### src/rtl/adt7420_reader.sv
// ADT7420 poller: periodic I2C read of the 16-bit temperature register.
// Every bit is split into four quarter-ticks. Only open-drain enables are driven.
module adt7420_reader #(
  parameter int unsigned CLK_HZ     = 200000000,
  parameter int unsigned I2C_HZ     = 100000,
  parameter logic [6:0]  DEV_ADDR   = 7'h48,
  parameter int unsigned POLL_TICKS = 25000
) (
  input  logic        clk,
  input  logic        rst_n,
  output logic        scl_oe,
  output logic        sda_oe,
  input  logic        sda_in,
  output logic [7:0]  temp,
  output logic [15:0] raw,
  output logic        valid,
  output logic        ack_err,
  output logic        busy
);
  localparam int unsigned QDIV = CLK_HZ / (4 * I2C_HZ);
  localparam int unsigned DW   = (QDIV > 1) ? $clog2(QDIV) : 1;
  localparam int unsigned PW   = (POLL_TICKS > 1) ? $clog2(POLL_TICKS) : 1;

  typedef enum logic [2:0] {
    S_WAIT, S_START, S_WBYTE, S_WACK, S_RSTART, S_RBYTE, S_MACK, S_STOP
  } state_t;

  state_t        state_q;
  logic [DW-1:0] div_q, div_d;
  logic          tick;
  logic [PW-1:0] poll_q;
  logic [1:0]    q_q;
  logic [2:0]    bit_q;
  logic [2:0]    idx_q;
  logic [7:0]    tx_q, rx_q, msb_q;
  logic          nack_q;
  logic [1:0]    sync_q;
  logic          sda_s;
  logic          scl_oe_q, sda_oe_q, valid_q, ack_err_q, busy_q;
  logic [7:0]    temp_q;
  logic [15:0]   raw_q;

  always_comb begin
    tick  = (div_q == DW'(QDIV - 1));
    div_d = tick ? '0 : div_q + DW'(1);
  end

  assign sda_s   = sync_q[1];
  assign scl_oe  = scl_oe_q;
  assign sda_oe  = sda_oe_q;
  assign temp    = temp_q;
  assign raw     = raw_q;
  assign valid   = valid_q;
  assign ack_err = ack_err_q;
  assign busy    = busy_q;

  always_ff @(posedge clk or negedge rst_n) begin
    if (!rst_n) begin
      state_q   <= S_WAIT;
      div_q     <= '0;
      poll_q    <= '0;
      q_q       <= '0;
      bit_q     <= '0;
      idx_q     <= '0;
      tx_q      <= '0;
      rx_q      <= '0;
      msb_q     <= '0;
      nack_q    <= 1'b0;
      sync_q    <= '1;
      scl_oe_q  <= 1'b0;
      sda_oe_q  <= 1'b0;
      valid_q   <= 1'b0;
      ack_err_q <= 1'b0;
      busy_q    <= 1'b0;
      temp_q    <= '0;
      raw_q     <= '0;
    end else begin
      div_q   <= div_d;
      sync_q  <= {sync_q[0], sda_in};
      valid_q <= 1'b0;
      if (tick) begin
        q_q <= q_q + 2'd1;
        unique case (state_q)
          S_WAIT: begin
            q_q      <= '0;
            scl_oe_q <= 1'b0;
            sda_oe_q <= 1'b0;
            if (poll_q == PW'(POLL_TICKS - 1)) begin
              poll_q  <= '0;
              state_q <= S_START;
              busy_q  <= 1'b1;
              idx_q   <= 3'd0;
              nack_q  <= 1'b0;
            end else begin
              poll_q <= poll_q + PW'(1);
            end
          end
          // START and repeated START share timing: SDA falls at q2 with SCL high.
          S_START, S_RSTART: begin
            case (q_q)
              2'd0: sda_oe_q <= 1'b0;
              2'd1: scl_oe_q <= 1'b0;
              2'd2: sda_oe_q <= 1'b1;
              default: begin
                scl_oe_q <= 1'b1;
                bit_q    <= '0;
                tx_q     <= {DEV_ADDR, (state_q == S_RSTART)};
                state_q  <= S_WBYTE;
              end
            endcase
          end
          S_WBYTE: begin
            case (q_q)
              2'd0: begin scl_oe_q <= 1'b1; sda_oe_q <= ~tx_q[7]; end
              2'd1: scl_oe_q <= 1'b0;
              2'd2: ;
              default: begin
                scl_oe_q <= 1'b1;
                tx_q     <= {tx_q[6:0], 1'b0};
                bit_q    <= bit_q + 3'd1;
                if (bit_q == 3'd7) state_q <= S_WACK;
              end
            endcase
          end
          S_WACK: begin
            case (q_q)
              2'd0: begin scl_oe_q <= 1'b1; sda_oe_q <= 1'b0; end
              2'd1: scl_oe_q <= 1'b0;
              2'd2: if (sda_s) begin nack_q <= 1'b1; ack_err_q <= 1'b1; end
              default: begin
                scl_oe_q <= 1'b1;
                bit_q    <= '0;
                if (nack_q) begin
                  state_q <= S_STOP;
                end else if (idx_q == 3'd0) begin
                  idx_q   <= 3'd1;
                  tx_q    <= 8'h00;
                  state_q <= S_WBYTE;
                end else if (idx_q == 3'd1) begin
                  idx_q   <= 3'd2;
                  state_q <= S_RSTART;
                end else begin
                  idx_q   <= 3'd3;
                  state_q <= S_RBYTE;
                end
              end
            endcase
          end
          S_RBYTE: begin
            case (q_q)
              2'd0: begin scl_oe_q <= 1'b1; sda_oe_q <= 1'b0; end
              2'd1: scl_oe_q <= 1'b0;
              2'd2: rx_q <= {rx_q[6:0], sda_s};
              default: begin
                scl_oe_q <= 1'b1;
                bit_q    <= bit_q + 3'd1;
                if (bit_q == 3'd7) state_q <= S_MACK;
              end
            endcase
          end
          S_MACK: begin
            case (q_q)
              2'd0: begin scl_oe_q <= 1'b1; sda_oe_q <= (idx_q == 3'd3); end
              2'd1: scl_oe_q <= 1'b0;
              2'd2: ;
              default: begin
                scl_oe_q <= 1'b1;
                bit_q    <= '0;
                if (idx_q == 3'd3) begin
                  msb_q   <= rx_q;
                  idx_q   <= 3'd4;
                  state_q <= S_RBYTE;
                end else begin
                  state_q <= S_STOP;
                end
              end
            endcase
          end
          S_STOP: begin
            case (q_q)
              2'd0: begin scl_oe_q <= 1'b1; sda_oe_q <= 1'b1; end
              2'd1: scl_oe_q <= 1'b0;
              2'd2: sda_oe_q <= 1'b0;
              default: begin
                state_q <= S_WAIT;
                busy_q  <= 1'b0;
                if (!nack_q) begin
                  raw_q     <= {msb_q, rx_q};
                  temp_q    <= {msb_q[6:0], rx_q[7]};
                  valid_q   <= 1'b1;
                  ack_err_q <= 1'b0;
                end
              end
            endcase
          end
          default: state_q <= S_WAIT;
        endcase
      end
    end
  end
endmodule

### config.mk
export PLATFORM = sky130hd
export DESIGN_NAME = adt7420_reader
export DESIGN_NICKNAME = d
export VERILOG_FILES = /design/src/rtl/adt7420_reader.sv
export SDC_FILE = /design/constraint.sdc
export NUM_CORES = 1
export LEC_CHECK = 0
export ABC_AREA = 1
export ABC_CLOCK_PERIOD_IN_PS = 1920
export CORE_ASPECT_RATIO = 0.75
export CORE_MARGIN = 2
export CORE_UTILIZATION = 50
export CTS_CLUSTER_SIZE = 14
export DETAILED_ROUTE_END_ITERATION = 8
export PLACE_DENSITY = 0.7
export SYNTH_ARGS = -nofsm -noshare
export SYNTH_HDL_FRONTEND = slang
export SYNTH_SLANG_ARGS = --single-unit
export TNS_END_PERCENT = 10
### constraint.sdc
create_clock -name clk -period 1.92 [get_ports clk]
set_clock_uncertainty 0.15 [all_clocks]
set_input_delay 0.192 -clock clk [delete_from_list [all_inputs] [get_ports clk]]
set_output_delay 0.192 -clock clk [all_outputs]
set_load 0.005 [all_outputs]
* Word-level counts from Yosys, hierarchy flattened *
Cells that the tools add are included.
W data, S select, Z words.

word-level totals
  register bits after elaboration = 91
  word-level logic and storage cells = 150

cells by class
  add/subtract/negate cells = 4
  equal/unequal tests = 39
  multiplexer cells = 57
  bitwise gates (word level) = 3
  reduce and logical (&&, ||, !) cells = 29

operator list
  operator                 number
  $mux W3                  17
  $ne A2 B2 Y1 const B     21
  $mux W8                  5
  $pmux W8 S3              1
  $pmux W3 S7              1
  $reduce_and A4 Y1        5
  $mux W1                  16
  $pmux W1 S2              8
  $add A15 B1 Y15 const B  1
  $eq A15 B15 Y1 const B   1
  $eq A3 B3 Y1 const B     5
  $mux W15                 1
  $reduce_and A7 Y1        2
  $reduce_and A6 Y1        2
  $reduce_and A10 Y1       1
  $add A9 B1 Y9 const B    1
  $eq A3 B2 Y1 const B     3
  $eq A9 B9 Y1 const B     1
  $mux W9                  1
  $ne A3 B3 Y1 const B     3
  $pmux W3 S3              1
  $reduce_bool A2 Y1       4
  $reduce_or A2 Y1         4
  $reduce_or A4 Y1         2
  18 further kinds         25

* Depth between registers and ports, before layout *
  word-level depth = 6
  depth in mapped cells = 11
  mapped depth without buffers = 11

* Worst setup path before layout *
Ideal clock, no wire load.

  path kind = register -> register
  from = reg div_q[0]
  to = reg tx_q[1]
  setup time = 117 ps
  data arrival time = 1404 ps
  data required time = 1653 ps
  path slack = 249 ps
  stages on the path, launching flop included = 11
  buffers on the path = 0
  clock period less this slack = 1671 ps
  cells stage by stage = dfrtp_1 -> ha_1 -> nand2_1 -> nor2_4 -> nand2_8 -> clkinv_4 -> nand2_8 -> nor2_8 -> nand2_4 -> nand2_1 -> nand2_1

on the way
  longest elaborated chain between the ends = 2

ends and longest elaborated chain
  item                         line  text
  start, declared              29    logic [DW-1:0] div_q, div_d;
  start signal, assigned       78    div_q <= div_d;
  $eq A9 B9 Y1                 44    tick = (div_q == DW'(QDIV - 1));
  $reduce_and A7 Y1 (no line)  n/a
  end signal, assigned         107   tx_q <= {DEV_ADDR, (state_q == S_RSTART)};
  end signal, assigned         119   tx_q <= {tx_q[6:0], 1'b0};
  end, declared                35    logic [7:0] tx_q, rx_q, msb_q;

Every way passes these cells.
A chain may end at the register's enable or synchronous reset.

* Worst setup path after layout *
  from = reg div_q[1]
  to = reg poll_q[11]

on the way
  longest elaborated chain between the ends = 2

ends and longest elaborated chain
  item                         line  text
  $eq A9 B9 Y1                 44
  $reduce_and A2 Y1 (no line)  n/a
  end signal, assigned         95    poll_q <= poll_q + PW'(1);
  end, declared                31    logic [PW-1:0] poll_q;

Every way passes these cells.

==> flow_metrics.py <==
metrics = {
    "run_status": {
        "status": "completed",
    },
    "placement": {
        "dpl.hpwl_um": 6476,
        "gp_congestion": 0.9331,
        "port-buffer-count": 31,
    },
    "synth": {
        "synth-edff-count": 0,
        "syn_inst": 519,
        "syn_nets": 530,
        "synth_cell_types": 35,
        "ys_seq_area_share_pct": 46.95,
        "yosysWarnings": 0,
        "synthArstFlopShare_pct": 100.0,
        "avgSynthCellArea_sq_um": 8.534,
        "synth-seq-cells": 83,
        "synth_ff_type": "dfrtp_1",
        "syn_area_sq_um": 4429,
    },
    "pwr": {
        "p_seq_share_pct": 47.3,
        "peakVddDrop_uv": 566.6,
        "power_density_nw_per_um2": 708.8,
        "switching_share_pct": 21.07,
        "internal_power_mw": 2.925,
        "p_comb_share_pct": 1.2,
        "power_switching_mw": 0.7811,
        "clkPwrFrac_pct": 51.5,
        "leakage_nw": 2.454,
        "finalPower_mw": 3.706,
    },
    "clocking": {
        "h-tree-depth": 3,
        "cts_tree": "yes",
        "cts_max_path_buffers": 2,
        "cts_sinks": 83,
        "clk_pin_slew_ps": 70,
        "clk_latency_ps": 340,
        "cts-buffers-inserted": 9,
        "root_buffer": "clkbuf_16",
    },
    "cells_and_area": {
        "num_antenna_cells": 0,
        "area_delta_synth_final_pct": 18.05,
        "final_core_util_pct": 61.32,
        "layout-drive-gt1-share_pct": 17.35,
        "nets": 571,
    },
    "sta": {
        "rsz0062_at_grt": "yes",
        "final.period_utilization_pct": 95.24,
        "final-hold-violation-count": 0,
        "fmaxAchievable_ghz": 0.5468,
        "worst_pin_slew_ps": 393.3,
        "period_needed_ps": 1829,
        "maxSlewHeadroom_pct": 73.68,
        "slew_viol_final": 0,
        "finalSetupTns_ps": 0,
        "finalSetupViolCount": 0,
    },
    "setup_path": {
        "critPathRequiredTime_ps": 2000,
        "cp-end-kind": "flip-flop",
        "crit_fanout": 10,
        "start_kind": "flip-flop",
        "path_class": "flip-flop to flip-flop",
        "worstPathArrival_ps": 1910,
    },
    "drt": {
        "dr_wl_met3_um": 444,
        "via_count": 3472,
        "wirelength_um": 9025,
        "drc": 0,
        "vias_per_cell": 5.159,
        "ant_nets": 0,
        "top_layer": "met4",
        "wl_met2_um": 3979,
        "firstDrtPassIters": 4,
        "wl_met1_um": 4536,
        "first_iter_violations": 181,
        "wl_per_cell_um": 13.41,
    },
    "floorplanning": {
        "row_count": 29,
        "die_area_sq_um": 9635,
        "core_sq_um": 8527,
        "start_util_pct": 51.94,
        "die_h_um": 85.51,
        "ioPinCount": 32,
        "fp.dieW_um": 112.7,
    },
    "grt": {
        "grt_pass1_wl_um": 15570,
        "grt_start_max_net_pins": 35,
        "track_usage_pct": 20.02,
        "antenna_found_initial": 0,
        "grt_pass1_vias": 3328,
        "grt_overflow": 0,
    },
    "worst_hold_path": {
        "hold_path_class": "input port to async pin",
    },
    "flow_run": {
        "maxCapViolations": 0,
    },
}
## per-stage QoR
step / instance area (sq um) / hold slack [ps] / instances / worst slack, ps
3_3_place_gp: 4802 / -70.51 / 651 / 77.10
5_1_grt: 5229 / 106.5 / 673 / -8.626
4_1_cts: 5145 / 94.76 / 668 / 5.867
6_report: 5229 / 105.1 / 673 / 91.30
2_1_floorplan: 4429 / -253.6 / 519 / 249.0
3_5_place_dp: 4802 / -69.33 / 651 / 6.348
## power by group through the flow
stage / sequential (mW) / clock, mW / combinational [mW]
3_5_place_dp: 1.79 / 0 / 0.0477
6_report: 1.75 / 1.91 / 0.0462
2_1_floorplan: 1.79 / 0 / 0.000461
3_3_place_gp: 1.79 / 0 / 0.0471
5_1_grt: 1.75 / 2.02 / 0.0556
4_1_cts: 1.75 / 1.96 / 0.0494
## registers in the layout, indices dropped and copies added, names as in the netlist, 2 cells and up
register / cells
sync_q: 2
idx_q: 3
bit_q: 3
state_q: 3
div_q: 9
raw: 9
tx_q: 8
q_q: 2
temp: 7
msb_q: 8
rx_q: 8
poll_q: 15
## final cells by class
type | count | area (sq um)
Multi-Input combinational cell | 368 | 2017
Tap cell | 108 | 135.1
Sequential cell | 83 | 2083
Clock buffer | 9 | 225.2
Fill cell | 743 | 3298
Inverter | 52 | 215.2
Clock inverter | 7 | 105.1
Timing Repair Buffer | 46 | 447.9
## path summary, 6_finish.rpt
check | from | cells past startpoint | slack (ps) | to
setup / recovery | div_q[1]$_DFF_PN0_ | 9 | 90 | poll_q[11]$_DFFE_PN0P_
hold / removal | rst_n | 2 | 110 | poll_q[10]$_DFFE_PN0P_
setup reg to reg | div_q[1]$_DFF_PN0_ | 9 | 90 | poll_q[11]$_DFFE_PN0P_
hold reg to reg | sync_q[0]$_DFF_PN1_ | 0 | 210 | sync_q[1]$_DFF_PN1_
max in group asynchronous | rst_n | 3 | 990 | state_q[2]$_DFFE_PN0P_
min in group clk | sda_in | 1 | 110 | sync_q[0]$_DFF_PN1_
## placed cells by master, fill, tap and decap left out, types with 7 or more instances in the layout
cell type / Yosys / final
clkbuf_16: 0 / 9
nor2_1: 42 / 42
clkdlybuf4s50_1: 0 / 30
o21ai_0: 25 / 24
nand2_1: 152 / 151
o21ai_1: 7 / 8
nand4_1: 9 / 9
nand3_1: 37 / 36
ha_1: 8 / 7
a21oi_1: 9 / 9
dfrtp_1: 81 / 78
inv_1: 45 / 45
nand3b_1: 7 / 7
nor3_1: 7 / 7
o21ai_2: 16 / 16
buf_4: 9 / 13
## critical path: stages, from the launching register on
cell and delay [ps]:
dfrtp_1 370, ha_2 210, nand2_1 90, nor2_4 150
nand2_8 130, nor2_8 210, inv_4 80, nor2_4 100
nand2_1 70, xor2_1 140
## repair_timing
| action | CTS | global route |
|---|---|---|
| cloned | 0 | 1 |
| pin swaps | 0 | 3 |
| setup buffers | 0 | 4 |
| hold buffers | 1 | 0 |
| gates resized for setup | 1 | 10 |
| endpoints found under the hold margin | 81 | 0 |
| endpoints found under the setup margin | 5 | 47 |
## routing by layer
layer | vias up | GRT usage [%]
met5 | - | 0
met4 | 0 | 6.541
met3 | 6 | 5.795
met2 | 76 | 30.59
met1 | 1636 | 27.80
li1 | 1754 | -
## cells in the mapped netlist, types with 2 or more instances
library cell	n	area, sq um
o21ai_0	25	125.1
nand2_2	5	31.28
xor2_1	6	52.55
nand2_1	152	570.6
ha_1	8	100.1
a21oi_2	2	17.52
nand3b_1	7	52.55
nand3_2	5	50.05
nand2_4	7	78.83
a21oi_1	9	45.04
o31ai_1	2	15.01
inv_2	4	15.01
inv_1	45	168.9
o21ai_1	7	35.03
buf_4	9	67.56
nor2_8	4	80.08
o21ai_2	16	140.1
dfrtp_1	81	2027
a31oi_1	2	12.51
nor2_1	42	157.7
nand2_8	2	40.04
nand4_1	9	56.30
dfstp_2	2	52.55
nor3_1	7	35.03
nand3_1	37	185.2
inv_4	2	12.51
nor2_2	4	25.02
buf_6	8	90.09
nor2_4	4	45.04
## cell families after synthesis
logic type,share of synthesized area (%)
compound gates,8.813
xor+xnor,1.384
fa+ha+maj,2.260
buf+inv,8.192
flops,46.95
simple gates,32.40
Note: power is estimated with default switching activity, not from simulation.
